--- src/rtl/imem_loader_if.sv ---
// Loader bus: start/stream handshake in, instruction-RAM write port and
// boot status out. master = the loader, slave = the host / memory side.
interface imem_loader_if;
    logic        start;
    logic        in_valid;
    logic [7:0]  in_data;
    logic        in_ready;
    logic        we;
    logic [31:0] wa;
    logic [31:0] wd;
    logic        cpu_reset;
    logic        done;
    logic        err;

    modport master (
        input  start, in_valid, in_data,
        output in_ready, we, wa, wd, cpu_reset, done, err
    );

    modport slave (
        output start, in_valid, in_data,
        input  in_ready, we, wa, wd, cpu_reset, done, err
    );
endinterface

--- src/rtl/imem_loader.sv ---
// Boot loader: length-prefixed little-endian byte stream -> 32-bit instruction RAM writes.
// Optional trailing XOR checksum byte is enabled by defining IMEM_LOADER_CHECKSUM_EN.
module imem_loader #(
    parameter int DEPTH = 64
) (
    input  logic          clk,
    input  logic          reset,
    imem_loader_if.master bus
);

    typedef enum logic [2:0] {
        IDLE,
        LEN_LO,
        LEN_HI,
        DATA,
`ifdef IMEM_LOADER_CHECKSUM_EN
        CSUM,
`endif
        DONE,
        ERR
    } state_t;

    localparam logic [16:0] DEPTH_N = 17'(DEPTH);

    state_t      state;
    logic [7:0]  len_lo;
    logic [15:0] len;
    logic [15:0] word_idx;
    logic [1:0]  byte_cnt;
    logic [23:0] asm_buf;
`ifdef IMEM_LOADER_CHECKSUM_EN
    logic [7:0]  csum;
`endif

    logic        accept;
    logic [15:0] hi_len;

    // in_ready is a registered copy of "state accepts bytes", so this is the only transfer qualifier.
    assign accept = bus.in_valid && bus.in_ready;
    assign hi_len = {bus.in_data, len_lo};

    // NOTE: every state and output register here is assigned with <= so all
    // of them update together from the same pre-edge values.
    always_ff @(posedge clk) begin
        if (reset) begin
            state         <= IDLE;
            len_lo        <= '0;
            len           <= '0;
            word_idx      <= '0;
            byte_cnt      <= '0;
            asm_buf       <= '0;
`ifdef IMEM_LOADER_CHECKSUM_EN
            csum          <= '0;
`endif
            bus.in_ready  <= 1'b0;
            bus.we        <= 1'b0;
            bus.wa        <= '0;
            bus.wd        <= '0;
            bus.cpu_reset <= 1'b1;
            bus.done      <= 1'b0;
            bus.err       <= 1'b0;
        end else begin
            bus.we <= 1'b0;
            case (state)
                IDLE: begin
                    if (bus.start) begin
                        state        <= LEN_LO;
                        bus.in_ready <= 1'b1;
                    end
                end

                LEN_LO: begin
                    if (accept) begin
                        len_lo <= bus.in_data;
                        state  <= LEN_HI;
                    end
                end

                LEN_HI: begin
                    if (accept) begin
                        len <= hi_len;
                        if (hi_len == 16'd0) begin
`ifdef IMEM_LOADER_CHECKSUM_EN
                            state         <= CSUM;
`else
                            state         <= DONE;
                            bus.in_ready  <= 1'b0;
                            bus.done      <= 1'b1;
                            bus.cpu_reset <= 1'b0;
`endif
                        end else if ({1'b0, hi_len} > DEPTH_N) begin
                            state        <= ERR;
                            bus.in_ready <= 1'b0;
                            bus.err      <= 1'b1;
                        end else begin
                            state <= DATA;
                        end
                    end
                end

                DATA: begin
                    if (accept) begin
                        byte_cnt <= byte_cnt + 2'd1;
`ifdef IMEM_LOADER_CHECKSUM_EN
                        csum     <= csum ^ bus.in_data;
`endif
                        if (byte_cnt == 2'd3) begin
                            bus.wd   <= {bus.in_data, asm_buf};
                            bus.wa   <= {14'd0, word_idx, 2'b00};
                            bus.we   <= 1'b1;
                            word_idx <= word_idx + 16'd1;
                            if (word_idx == len - 16'd1) begin
`ifdef IMEM_LOADER_CHECKSUM_EN
                                state        <= CSUM;
`else
                                // done follows one cycle later, from the DONE state itself
                                state        <= DONE;
                                bus.in_ready <= 1'b0;
`endif
                            end
                        end else begin
                            // bytes enter at the top and shift down: first byte ends in [7:0]
                            asm_buf <= {bus.in_data, asm_buf[23:8]};
                        end
                    end
                end

`ifdef IMEM_LOADER_CHECKSUM_EN
                CSUM: begin
                    if (accept) begin
                        bus.in_ready <= 1'b0;
                        if (bus.in_data == csum) begin
                            state         <= DONE;
                            bus.done      <= 1'b1;
                            bus.cpu_reset <= 1'b0;
                        end else begin
                            state   <= ERR;
                            bus.err <= 1'b1;
                        end
                    end
                end
`endif

                DONE, ERR: begin
                    if (bus.start) begin
                        state         <= LEN_LO;
                        bus.in_ready  <= 1'b1;
                        bus.done      <= 1'b0;
                        bus.err       <= 1'b0;
                        bus.cpu_reset <= 1'b1;
                        word_idx      <= '0;
                        byte_cnt      <= '0;
`ifdef IMEM_LOADER_CHECKSUM_EN
                        csum          <= '0;
`endif
                    end else if (state == DONE) begin
                        bus.done      <= 1'b1;
                        bus.cpu_reset <= 1'b0;
                    end
                end

                default: state <= IDLE;
            endcase
        end
    end

endmodule

--- src/flat_wrapper.sv ---
// flat-port wrapper written by rule: the top's interface ports become plain ports
module imem_loader_flat 
#(
    parameter int DEPTH = 64
)
  (clk, reset, bus_start, bus_in_valid, bus_in_data, bus_in_ready, bus_we, bus_wa, bus_wd, bus_cpu_reset, bus_done, bus_err);
  imem_loader_if bus_i ();
  input  logic clk;
  input  logic reset;
  input wire logic [$bits(bus_i.start)-1:0] bus_start;
  input wire logic [$bits(bus_i.in_valid)-1:0] bus_in_valid;
  input wire logic [$bits(bus_i.in_data)-1:0] bus_in_data;
  output wire logic [$bits(bus_i.in_ready)-1:0] bus_in_ready;
  output wire logic [$bits(bus_i.we)-1:0] bus_we;
  output wire logic [$bits(bus_i.wa)-1:0] bus_wa;
  output wire logic [$bits(bus_i.wd)-1:0] bus_wd;
  output wire logic [$bits(bus_i.cpu_reset)-1:0] bus_cpu_reset;
  output wire logic [$bits(bus_i.done)-1:0] bus_done;
  output wire logic [$bits(bus_i.err)-1:0] bus_err;
  assign bus_i.start = bus_start;
  assign bus_i.in_valid = bus_in_valid;
  assign bus_i.in_data = bus_in_data;
  assign bus_in_ready = bus_i.in_ready;
  assign bus_we = bus_i.we;
  assign bus_wa = bus_i.wa;
  assign bus_wd = bus_i.wd;
  assign bus_cpu_reset = bus_i.cpu_reset;
  assign bus_done = bus_i.done;
  assign bus_err = bus_i.err;
  imem_loader #(.DEPTH(DEPTH)) u_core (.clk(clk), .reset(reset), .bus(bus_i));
endmodule
--- config.mk ---
export PLATFORM = sky130hd
export DESIGN_NAME = imem_loader_flat
export DESIGN_NICKNAME = d
export VERILOG_FILES = /design/src/rtl/imem_loader_if.sv /design/src/rtl/imem_loader.sv /design/src/flat_wrapper.sv
export SDC_FILE = /design/constraint.sdc
export NUM_CORES = 1
export LEC_CHECK = 0
export CAP_MARGIN = 30
export CORE_ASPECT_RATIO = 0.7
export CORE_MARGIN = 4
export CORE_UTILIZATION = 58
export DETAILED_ROUTE_END_ITERATION = 8
export GPL_ROUTABILITY_DRIVEN = 0
export GPL_TIMING_DRIVEN = 0
export PLACE_DENSITY_LB_ADDON = 0.3
export SLEW_MARGIN = 20
export SYNTH_ARGS = -nofsm -noshare
export SYNTH_HDL_FRONTEND = slang
export SYNTH_SLANG_ARGS = --single-unit
--- constraint.sdc ---
create_clock -name clk -period 3.6 [get_ports clk]
set_input_delay 0.36 -clock clk [delete_from_list [all_inputs] [get_ports clk]]
set_output_delay 0.36 -clock clk [all_outputs]
set_load 0.01 [all_outputs]
==> results.cfg <==
[place]
dpl_cell_area_sq_mm = 0.006145
dp_hpwl_microns = 10150
port_buffers = 64

[cts]
clk_pin_slew_ps = 50
post_cts_buffers = 0
clockBufferDepth = 2
cts_buffers = 17
clock_insertion_delay_worst_skew_ps = 410
cts-resized-gates = 0
hold_buffers = 0
cts.sinks = 122
root_buffer = clkbuf_16
cts_tree = yes
htree_num_levels = 4

[sta]
relSlewSlack_pct = 39.78
tightest_slew_ps = 898.3
max_freq_mhz = 374.3
rsz0062_at_grt = no
post-route-period-util_pct = 74.22
clock_skew_ps = 5.545
drv_slew = 0
period_minus_slack_ps = 2672
tns_ps = 0
hold_violations = 0
setup-violations-final = 0

[synth]
syn_inst = 672
ys_seq_elements = 122
post-synth-top-count-cell = nand2_1
netlist_area_sq_mm = 0.005298
synth_top_area_share_pct = 46.10
yosysSeqAreaShare_pct = 46.10
postSynthAreaPerCell_sq_um = 7.883
yosysWarnings = 0
synth_edf_count = 0
postSynth.asyncResetShare_pct = 0
synthTopCellsByCount = 192 x nand2_1, 122 x dfxtp_1, 94 x a21oi_1
ys_types = 53
synth_top_area_cell = dfxtp_1
ys.flop_type = dfxtp_1
synthTopCellsByArea = dfxtp_1 46%, nand2_1 14%, a21oi_1 8.9%

[power_and_ir_drop]
vdd_drop_max_uv = 354.7
power_frac_seq_pct = 41.7
intPower_uw = 2534
leakage_uw = 0.002371
p_comb_share_pct = 12.0
power.switching_uw = 869.0
powerDensity_mw_per_mm2 = 508.5
p_clk_share_pct = 46.3
swShare_pct = 25.54

[worst_setup_path]
worst_r2r_path_depth = 8
end_kind = flip-flop
cp.required_ps = 3900
cp_cell_sequence = buf_2 > nor3_1 > a41oi_1 > nor4_1 > and3_1 > nand4_1 > o21a_1 > o221a_2
r2r_start = u_core.len[3]
crit_slowest_cell = nor3_1
start_kind = flip-flop
r2r-end = u_core.state[1]
crit_fanout = 8
path_class = reg -> reg
regToRegSetupSlack_ps = 930
slowest_delay_ps = 500
arrival_ps = 2970

[detailed_routing]
viasPerCell = 5.629
wl_per_cell_microns = 15.98
postRouteAntennaNets = 0
dr.first_iter.drc_count = 648
drt-total-wl_microns = 14410
dr.pass1.iters = 6
drc = 0
num_vias = 5077

[cells_and_area]
drive_above_1_share_pct = 7.545
fin_util_pct = 77.03
area_growth_pct = 26.33
diodes = 0
final.fill_count = 622
final_area_sq_mm = 0.006693
nets = 785

[global_route]
overflow = 0
grt_usage_pct = 27.81
antenna_found_initial = 0
grt_max_degree = 17
grt_pass1_wl_microns = 23340
grt_pass1_vias = 4773

[min_path]
min_from = u_core.bus.wd[4]
hold_end = u_core.bus.wd[4]
holdCritPathClass = reg -> reg
hold_depth = 2

[floorplan]
die_area_sq_mm = 0.01075
dieWidth_microns = 122.2
die_y_microns = 87.96
start_util_pct = 60.97
coreArea_sq_mm = 0.008688
num_io_pins = 81
num_rows = 28

[job]
maxCapViolations = 0

[status]
status = complete, no violations
==> sequential cells by signal, summed over array words and instances (netlist names) <==
name                  flops
u_core.bus.wd            32
u_core.asm_buf           24
u_core.bus.wa            16
u_core.len               16
u_core.word_idx          16
u_core.len_lo             8
u_core.state              3
u_core.byte_cnt           2
u_core.bus.cpu_reset      1
u_core.bus.done           1
u_core.bus.err            1
u_core.bus.in_ready       1
u_core.bus.we             1
==> worst max-delay path, delay by kind of cell (launching register included) <==
family	cells	cell delay [ps]
AND/OR/NAND/NOR	4	1350
AO/OA/AOI/OAI	3	760
buffers and inverters	1	170
flip-flops	1	290
==> cells by family after synthesis <==
group | Yosys count | synth area share (%)
AO/OA/AOI/OAI | 123 | 13.32
multiplexers | 11 | 2.102
adder cells (fa/ha/maj) | 3 | 0.7086
flip-flops | 122 | 46.10
XOR/XNOR | 34 | 5.621
other | 1 | 0.07079
buffers and inverters | 66 | 6.141
AND/OR/NAND/NOR | 312 | 25.93
==> power groups by stage <==
stage                     Sequential [uW]  Clock [uW]  Combinational, uW
after floorplan                      1440           0                276
after global placement               1440           0                377
after detailed placement             1440           0                393
after CTS                            1420        1580                396
after global routing                 1420        1660                442
final                                1420        1580                409
==> worst max path at each step <==
stage / start / end / cells after the start
2_1_floorplan: u_core.len[0] / u_core.state[1] / 9
3_3_place_gp: bus_in_valid / u_core.state[1] / 7
3_5_place_dp: bus_in_valid / u_core.state[1] / 7
4_1_cts: u_core.len[0] / u_core.state[1] / 10
5_1_grt: u_core.len[0] / u_core.state[2] / 10
6_report: u_core.len[3] / u_core.state[1] / 8
==> routing by layer <==
| metal | wire length, microns | GRT usage, % | up-vias |
|---|---|---|---|
| met5 | 0 | 0 | - |
| met4 | 257 | 10.57 | 0 |
| met3 | 1456 | 7.553 | 28 |
| met2 | 6389 | 42.17 | 268 |
| met1 | 6306 | 38.12 | 2364 |
| li1 | - | - | 2417 |
==> through the flow <==
step | setup WS [ps] | power [uW] | hold slack [ps] | cells
2_1_floorplan | 1265 | 1716 | 432.1 | 687
3_3_place_gp | 763.6 | 1817 | 442.7 | 871
3_5_place_dp | 765.5 | 1837 | 447.0 | 871
4_1_cts | 1003 | 3392 | 454.3 | 902
5_1_grt | 796.1 | 3519 | 474.2 | 902
6_report | 928.1 | 3403 | 451.5 | 902
==> placed cells by master, fill, tap and decap left out, types with 4 or more instances in the layout <==
| master | n |
|---|---|
| nand2_1 | 192 |
| dfxtp_1 | 122 |
| a21oi_1 | 94 |
| clkdlybuf4s50_1 | 64 |
| nor2_1 | 48 |
| clkbuf_1 | 37 |
| xnor2_1 | 20 |
| buf_4 | 17 |
| clkbuf_16 | 17 |
| conb_1 | 16 |
| xor2_1 | 14 |
| nor3_1 | 10 |
| mux2i_1 | 10 |
| nand3_1 | 9 |
| nand4_1 | 8 |
| nor4_1 | 8 |
| or3_1 | 7 |
| inv_1 | 6 |
| nand2b_1 | 6 |
| buf_2 | 5 |
| clkinv_2 | 5 |
| nand3b_1 | 4 |
| a211oi_1 | 4 |
==> layout make-up <==
type	instances	area, sq um	share of cell area (%)
inverter	6	22.52	0.3365
multi-input combinational	499	2586	38.64
clock buffer	23	478.0	7.142
tap	120	150.1	2.243
timing repair buffer	64	640.6	9.572
sequential	122	2442	36.49
clock inverter	8	70.07	1.047
buffer	60	302.8	4.524
Note: power is estimated with default switching activity, not from simulation.
